### src/rtl/lb_master_pkg.sv
// ---------------------------------------------------------------------------
// lb_master_pkg
// Shared constants and types for the Marble local bus initiator.
//   LB_AW     : local bus address width
//   LB_DW     : local bus data width
//   LB_RW     : width of one response buffer entry
//   lb_resp_t : response entry {addr, data}
// ---------------------------------------------------------------------------
package lb_master_pkg;

  localparam int LB_AW = 24;
  localparam int LB_DW = 32;
  localparam int LB_RW = LB_AW + LB_DW;

  typedef struct packed {
    logic [LB_AW-1:0] addr;
    logic [LB_DW-1:0] data;
  } lb_resp_t;

endpackage

### src/rtl/lb_master_rfifo.sv
// ---------------------------------------------------------------------------
// lb_master_rfifo
// Synchronous first-word-fall-through FIFO holding lb_resp_t entries,
// depth 2**aw. The head entry is presented on rd_data whenever empty is low.
// The caller guarantees no push into a full FIFO and no pop from an empty one.
// Ports:
//   clk, rst_n   : clock, asynchronous active-low reset
//   push         : write push_data at the tail
//   push_data    : entry to write
//   pop          : discard the head entry
//   rd_data      : head entry (valid while empty is low)
//   empty        : no entries stored
//   occupancy    : number of stored entries (0 .. 2**aw)
// ---------------------------------------------------------------------------
module lb_master_rfifo
  import lb_master_pkg::*;
#(
  parameter int aw = 2
) (
  input  logic          clk,
  input  logic          rst_n,
  input  logic          push,
  input  lb_resp_t      push_data,
  input  logic          pop,
  output lb_resp_t      rd_data,
  output logic          empty,
  output logic [aw:0]   occupancy
);

  localparam int          DEPTH   = 1 << aw;
  localparam logic [aw:0] PTR_ONE = {{aw{1'b0}}, 1'b1};

  lb_resp_t    mem_r [DEPTH];
  logic [aw:0] wr_ptr_r;
  logic [aw:0] rd_ptr_r;

  // Storage array and tail pointer: written on push.
  always_ff @(posedge clk or negedge rst_n) begin
    if (!rst_n) begin
      for (int i = 0; i < DEPTH; i++) begin
        mem_r[i] <= {LB_RW{1'b0}};
      end
      wr_ptr_r <= {(aw+1){1'b0}};
    end else if (push) begin
      mem_r[wr_ptr_r[aw-1:0]] <= push_data;
      wr_ptr_r                <= wr_ptr_r + PTR_ONE;
    end else begin
      wr_ptr_r <= wr_ptr_r;
    end
  end

  // Head pointer: advances on pop.
  always_ff @(posedge clk or negedge rst_n) begin
    if (!rst_n) begin
      rd_ptr_r <= {(aw+1){1'b0}};
    end else if (pop) begin
      rd_ptr_r <= rd_ptr_r + PTR_ONE;
    end else begin
      rd_ptr_r <= rd_ptr_r;
    end
  end

  // Pointers carry one extra wrap bit so full and empty are distinguishable.
  assign rd_data   = mem_r[rd_ptr_r[aw-1:0]];
  assign empty     = (wr_ptr_r == rd_ptr_r);
  assign occupancy = wr_ptr_r - rd_ptr_r;

endmodule

### src/rtl/lb_marble_master.sv
// ---------------------------------------------------------------------------
// lb_marble_master
// Local bus initiator for the Marble local bus slave. Each accepted request
// becomes a one-cycle control_strobe transaction. Reads travel an rd_lat-deep
// pipeline alongside the slave's fixed read latency and their {addr, data}
// results are returned in order through a small FWFT response buffer.
// A credit counter (buffer occupancy + reads in flight) throttles req_ready so
// the buffer can never overflow.
//
// Build option:
//   LB_MASTER_WRITE_ACK_EN : when defined, writes also consume a credit, pass
//                            through the pipeline and return {addr, wdata} as
//                            a response, in order with reads.
//
// Parameters:
//   rd_lat   : cycles from the strobe cycle to valid slave data_in (>= 1)
//   rfifo_aw : log2 of the response buffer depth (>= 1)
//
// Ports:
//   clk, rst_n            : clock, asynchronous active-low reset
//   req_valid/req_ready   : request handshake
//   req_write             : 1 = write, 0 = read
//   req_addr, req_data    : request address and write data
//   control_strobe        : one-cycle transaction strobe to the slave
//   control_rd            : read qualifier
//   addr, data_out        : address / write data to the slave
//   data_in               : read data from the slave
//   resp_valid/resp_ready : response handshake
//   resp_addr, resp_data  : response address and data
//   busy                  : reads (or acked writes) in flight or buffered
//   txn_count             : wrapping count of issued strobes
// ---------------------------------------------------------------------------
module lb_marble_master
  import lb_master_pkg::*;
#(
  parameter int rd_lat   = 2,
  parameter int rfifo_aw = 2
) (
  input  logic             clk,
  input  logic             rst_n,
  input  logic             req_valid,
  output logic             req_ready,
  input  logic             req_write,
  input  logic [LB_AW-1:0] req_addr,
  input  logic [LB_DW-1:0] req_data,
  output logic             control_strobe,
  output logic             control_rd,
  output logic [LB_AW-1:0] addr,
  output logic [LB_DW-1:0] data_out,
  input  logic [LB_DW-1:0] data_in,
  output logic             resp_valid,
  input  logic             resp_ready,
  output logic [LB_AW-1:0] resp_addr,
  output logic [LB_DW-1:0] resp_data,
  output logic             busy,
  output logic [15:0]      txn_count
);

  localparam int                DEPTH     = 1 << rfifo_aw;
  localparam logic [rfifo_aw:0] CRED_MAX  = (rfifo_aw+1)'(DEPTH);
  localparam logic [rfifo_aw:0] CRED_ONE  = {{rfifo_aw{1'b0}}, 1'b1};
  localparam logic [rfifo_aw:0] CRED_ZERO = {(rfifo_aw+1){1'b0}};

  // Handshake decode
  logic accept_s;
  logic consume_s;
  logic pop_s;

  // Bus drive registers
  logic             ready_en_r;
  logic             strobe_r;
  logic             rd_r;
  logic [LB_AW-1:0] addr_r;
  logic [LB_DW-1:0] data_out_r;

  // Response pipeline
  logic                 pipe_in_vld_s;
  logic [rd_lat-1:0]    pipe_vld_r;
  logic [LB_AW-1:0]     pipe_addr_r [rd_lat];
`ifdef LB_MASTER_WRITE_ACK_EN
  logic [rd_lat-1:0]    pipe_wr_r;
  logic [LB_DW-1:0]     pipe_wdat_r [rd_lat];
`endif

  // Response buffer interface
  lb_resp_t          push_data_s;
  lb_resp_t          fifo_rd_s;
  logic              push_s;
  logic              room_s;
  logic              fifo_empty_s;
  logic [rfifo_aw:0] occ_s;

  // Status
  logic [rfifo_aw:0] credits_r;
  logic [rfifo_aw:0] credits_nxt_s;
  logic              busy_r;
  logic [15:0]       txn_count_r;

  assign accept_s = req_valid & req_ready;
  assign pop_s    = resp_valid & resp_ready;

`ifdef LB_MASTER_WRITE_ACK_EN
  assign consume_s     = accept_s;
  assign pipe_in_vld_s = strobe_r;
`else
  assign consume_s     = accept_s & ~req_write;
  assign pipe_in_vld_s = rd_r;
`endif

  // ready_en_r keeps req_ready low through reset and up to the first edge
  // after release; the credit comparison uses registers only.
  assign req_ready = ready_en_r & (credits_r < CRED_MAX);

  // Ready enable: rises on the first clock edge after reset release.
  always_ff @(posedge clk or negedge rst_n) begin
    if (!rst_n) begin
      ready_en_r <= 1'b0;
    end else begin
      ready_en_r <= 1'b1;
    end
  end

  // Bus drive: strobe for one cycle per accepted request; addr/data hold when idle.
  always_ff @(posedge clk or negedge rst_n) begin
    if (!rst_n) begin
      strobe_r   <= 1'b0;
      rd_r       <= 1'b0;
      addr_r     <= {LB_AW{1'b0}};
      data_out_r <= {LB_DW{1'b0}};
    end else begin
      strobe_r <= accept_s;
      rd_r     <= accept_s & ~req_write;
      if (accept_s) begin
        addr_r     <= req_addr;
        data_out_r <= req_data;
      end
    end
  end

  // Response pipeline: stage 0 is loaded from the strobe cycle, so the last
  // stage is valid in the same cycle the slave presents data_in.
  always_ff @(posedge clk or negedge rst_n) begin
    if (!rst_n) begin
      pipe_vld_r <= {rd_lat{1'b0}};
      for (int i = 0; i < rd_lat; i++) begin
        pipe_addr_r[i] <= {LB_AW{1'b0}};
      end
    end else begin
      pipe_vld_r[0]  <= pipe_in_vld_s;
      pipe_addr_r[0] <= addr_r;
      for (int i = 1; i < rd_lat; i++) begin
        pipe_vld_r[i]  <= pipe_vld_r[i-1];
        pipe_addr_r[i] <= pipe_addr_r[i-1];
      end
    end
  end

`ifdef LB_MASTER_WRITE_ACK_EN
  // Write-acknowledge side pipeline: carries the write flag and written data
  // so the response reports what was actually driven on data_out.
  always_ff @(posedge clk or negedge rst_n) begin
    if (!rst_n) begin
      pipe_wr_r <= {rd_lat{1'b0}};
      for (int i = 0; i < rd_lat; i++) begin
        pipe_wdat_r[i] <= {LB_DW{1'b0}};
      end
    end else begin
      pipe_wr_r[0]   <= strobe_r & ~rd_r;
      pipe_wdat_r[0] <= data_out_r;
      for (int i = 1; i < rd_lat; i++) begin
        pipe_wr_r[i]   <= pipe_wr_r[i-1];
        pipe_wdat_r[i] <= pipe_wdat_r[i-1];
      end
    end
  end
`endif

  // Response entry assembly at the pipeline exit.
  always_comb begin
    push_data_s.addr = pipe_addr_r[rd_lat-1];
    push_data_s.data = data_in;
`ifdef LB_MASTER_WRITE_ACK_EN
    if (pipe_wr_r[rd_lat-1]) begin
      push_data_s.data = pipe_wdat_r[rd_lat-1];
    end else begin
      push_data_s.data = data_in;
    end
`endif
  end

  // Credits already prevent overflow; the room term is a second guard so a
  // corrupted credit count cannot overwrite buffered responses.
  assign room_s = (occ_s != CRED_MAX) | pop_s;
  assign push_s = pipe_vld_r[rd_lat-1] & room_s;

  lb_master_rfifo #(
    .aw (rfifo_aw)
  ) u_rfifo (
    .clk       (clk),
    .rst_n     (rst_n),
    .push      (push_s),
    .push_data (push_data_s),
    .pop       (pop_s),
    .rd_data   (fifo_rd_s),
    .empty     (fifo_empty_s),
    .occupancy (occ_s)
  );

  assign resp_valid = ~fifo_empty_s;
  assign resp_addr  = fifo_rd_s.addr;
  assign resp_data  = fifo_rd_s.data;

  // Credit update: +1 on consuming issue, -1 on pop, unchanged on both.
  always_comb begin
    credits_nxt_s = credits_r;
    case ({consume_s, pop_s})
      2'b10:   credits_nxt_s = credits_r + CRED_ONE;
      2'b01:   credits_nxt_s = credits_r - CRED_ONE;
      default: credits_nxt_s = credits_r;
    endcase
  end

  // Status registers: credit counter, busy flag and transaction counter.
  always_ff @(posedge clk or negedge rst_n) begin
    if (!rst_n) begin
      credits_r   <= CRED_ZERO;
      busy_r      <= 1'b0;
      txn_count_r <= 16'h0000;
    end else begin
      credits_r <= credits_nxt_s;
      busy_r    <= (credits_nxt_s != CRED_ZERO);
      if (strobe_r) begin
        txn_count_r <= txn_count_r + 16'h0001;
      end
    end
  end

  assign control_strobe = strobe_r;
  assign control_rd     = rd_r;
  assign addr           = addr_r;
  assign data_out       = data_out_r;
  assign busy           = busy_r;
  assign txn_count      = txn_count_r;

endmodule

### config.mk
export PLATFORM = sky130hd
export DESIGN_NAME = lb_marble_master
export DESIGN_NICKNAME = d
export VERILOG_FILES = /design/src/rtl/lb_master_pkg.sv /design/src/rtl/lb_master_rfifo.sv /design/src/rtl/lb_marble_master.sv
export SDC_FILE = /design/constraint.sdc
export NUM_CORES = 1
export LEC_CHECK = 0
export BUFFER_PORTS_ARGS = -buffer_cell sky130_fd_sc_hd__buf_2
export CORE_UTILIZATION = 55
export DETAILED_ROUTE_END_ITERATION = 7
export GPL_ROUTABILITY_DRIVEN = 0
export MAX_ROUTING_LAYER = met4
export PLACE_DENSITY = 0.82
export SETUP_SLACK_MARGIN = 0.4
export SYNTH_ARGS = -nofsm -noshare
export SYNTH_HDL_FRONTEND = slang
export SYNTH_SLANG_ARGS = --single-unit
### constraint.sdc
create_clock -name clk -period 5.75 [get_ports clk]
set_input_delay 0.8625 -clock clk [delete_from_list [all_inputs] [get_ports clk]]
set_output_delay 0.8625 -clock clk [all_outputs]
set_load 0.03 [all_outputs]
==> metrics <==
layout cell share with drive strength beyond 1=59.32%; grt ovf=0; Slew HR=24.83%; type of the worst setup path=reg2out; global routing's busiest layer=met2; Least-Margin Pin Slew=1.128 ns; placed inst area=16340 µm²; worst reg2reg path depth=6; DRT iter0 DRCs=480; Bufs on Longest Clock Path=3; commonest cells after routing, fill and taps aside=dfrtp_1 (357), buf_2 (224), mux2_4 (150); DRC=0; width of the die=166.9 µm; slowest library cell on the worst path=dfrtp_4; M2 GR Usage=33.42%; R2R Path End=u_rfifo.mem_r[88]; Synth Flop Type=dfrtp_1; area grow syn2layout=17.24%; core area=26350 µm²; Hold Path Sink=pipe_vld_r[1]; Max Cap Viol=0; Crit path arrival time=2.79 ns; Synth Warn #=0; syn_nets=931; Worst Path Buf+Inv=2; Slew Viols, Final=0; clk_lat worst skew=0.51 ns; Hold Fails Final Rpt=0; status=complete, no violations; Sink Count=359; initial antenna violation count=1; CTS tree=built; commonest non-fill, non-tap cell in the layout=dfrtp_1; Final Cycle Share=63.58%; Cells after DPL=1359; met3 usage=3.208%; Distinct cells, synth=28; Setup Skew=0.01733 ns; CTS resizes=0; pwr dens=634.0 nW/µm²; drt via density=5.500; Pre-antenna DRT Iters=4; GR Layer Usage met1=31.01%; fin nets=1167; post-DP HPWL=17380 µm; antenna-violating nets left=0; Vias=7838; reg-to-reg slack, setup=2.37 ns; CP top delay family=buffers and inverters; setup bufs post-CTS=0; critical path capture point type=output port; Final Instance Area=17530 µm²; Post-synth EDFFs=0; critical path fanouts, max=37; Post-synth ARST share=100.0%; RSZ-0062 raised after global routing=false; Hold Path Depth=0; count of final setup violators=0; hold_sp=pipe_vld_r[0]; full die area=27850 µm²; gr usage total=21.71%; WP data required=4.89 ns; Setup TNS=0 ns; synthesized instance count=828; FF+latch count, synth=359; shortest period the worst path allows=3.656 ns; maximum VDD drop=0.4087 mV; I/O Pins=226; clock root buffer=clkbuf_16; starting density of the core=56.74%; Startpoint Class=register; Max Fclk=0.2735 GHz; crit-path cells=buf_4, mux4_2, buf_2; slowest stage delay, CP=0.73 ns; Worst-path clk slew=0.06 ns; final non-filler cell total=1425; r2r startpoint=u_rfifo.rd_ptr_r[0]; number of global-route vias before repair=8619; sequential-to-total area share from yosys stat=60.07%; Leak=8.344 nW; PortBufs=225; largest net degree at the start of global routing=121; synthesized area=14950 µm²; first-pass GRT wire length=46930 µm; H-tree level count=2; Total Wirelength=28140 µm; Hold/Removal Path Class=reg2reg; Hold Buf Count CTS=0; CTS Buf Count=38; Die Y=166.9 µm; DR WL/cell=19.75 µm; mean post-synth cell area=18.06 µm²; hold slack=0.3392 ns; fillcell total=1795; # rows=59
synthesized netlist by cell type (5+ instances only):
master    number  area share [%]
buf_1          5            0.13
buf_2         11            0.37
buf_6         19             1.4
clkbuf_1       7            0.18
dfrtp_1      359              60
ha_1           9            0.75
inv_1         10            0.25
mux2_2       133              10
mux2_4       150              15
mux4_2        56             8.4
nand2_1       11            0.28
nand3_1        5            0.17
xnor2_1       12            0.70
xor2_1        11            0.64
routing by layer:
metal	vias to the layer above	wire length [µm]
li1	3450	-
met1	4138	13130
met2	212	13340
met3	38	1246
met4	0	425
met5	-	0
power by group:
part	internal, mW	leakage [nW]	switching, mW	total (mW)
clock	1.36	0.600	0.969	2.32
sequential	3.68	4.45	0.746	4.43
combinational	2.09	3.30	2.27	4.36
how the worst max path moves through the flow:
stage / endpoint / depth (start not counted) / startpoint / slack (ns)
finish: resp_addr[23] / 3 / u_rfifo.rd_ptr_r[0] / 2.09
global route: resp_addr[23] / 3 / u_rfifo.rd_ptr_r[0] / 1.89
floorplan: busy / 14 / u_rfifo.rd_ptr_r[1] / 2.48
detailed placement: u_rfifo.mem_r[91] / 6 / u_rfifo.rd_ptr_r[0] / 2.33
CTS: resp_addr[23] / 3 / u_rfifo.rd_ptr_r[0] / 1.99
global placement: u_rfifo.mem_r[89] / 6 / u_rfifo.rd_ptr_r[0] / 2.36
metrics by stage:
stage / total power, mW / utilization, % / setup WS [ns]
after CTS: 11.23 / 66.51 / 1.991
after detailed placement: 8.836 / 62.00 / 2.327
final: 11.11 / 66.52 / 2.094
after global routing: 11.66 / 66.52 / 1.887
after floorplan: 7.614 / - / 2.478
after global placement: 8.695 / 62.00 / 2.361
area by class of cell:
type                            count  area, µm²  area share (%)
Sequential cell                   359       8989           51.27
Multi-Input combinational cell    417       5647           32.21
Timing Repair Buffer              238       1246           7.108
Clock buffer                       50       1066           6.080
Tap cell                          335      419.2           2.391
Clock inverter                     15      125.1          0.7137
Inverter                           10      37.54          0.2141
Antenna cell                        1      2.502         0.01427
sequential cells by signal (all words and copies together), names as in the netlist, 2 cells and up:
register / count
addr: 24
credits_r: 3
data_out: 32
pipe_addr_r: 48
pipe_vld_r: 2
txn_count: 16
u_rfifo.mem_r: 224
u_rfifo.rd_ptr_r: 3
u_rfifo.wr_ptr_r: 3
logic make-up (layout without fill, tap and decap cells):
group | after synthesis | count (layout) | synth area share, %
fa+ha+maj | 10 | 10 | 0.8869
buf+inv | 52 | 313 | 2.351
mux | 340 | 340 | 33.58
flops | 359 | 359 | 60.07
other cells | 1 | 2 | 0.02508
simple gates | 43 | 43 | 1.740
xor+xnor | 23 | 23 | 1.347
Note: power is estimated with default switching activity, not from simulation.
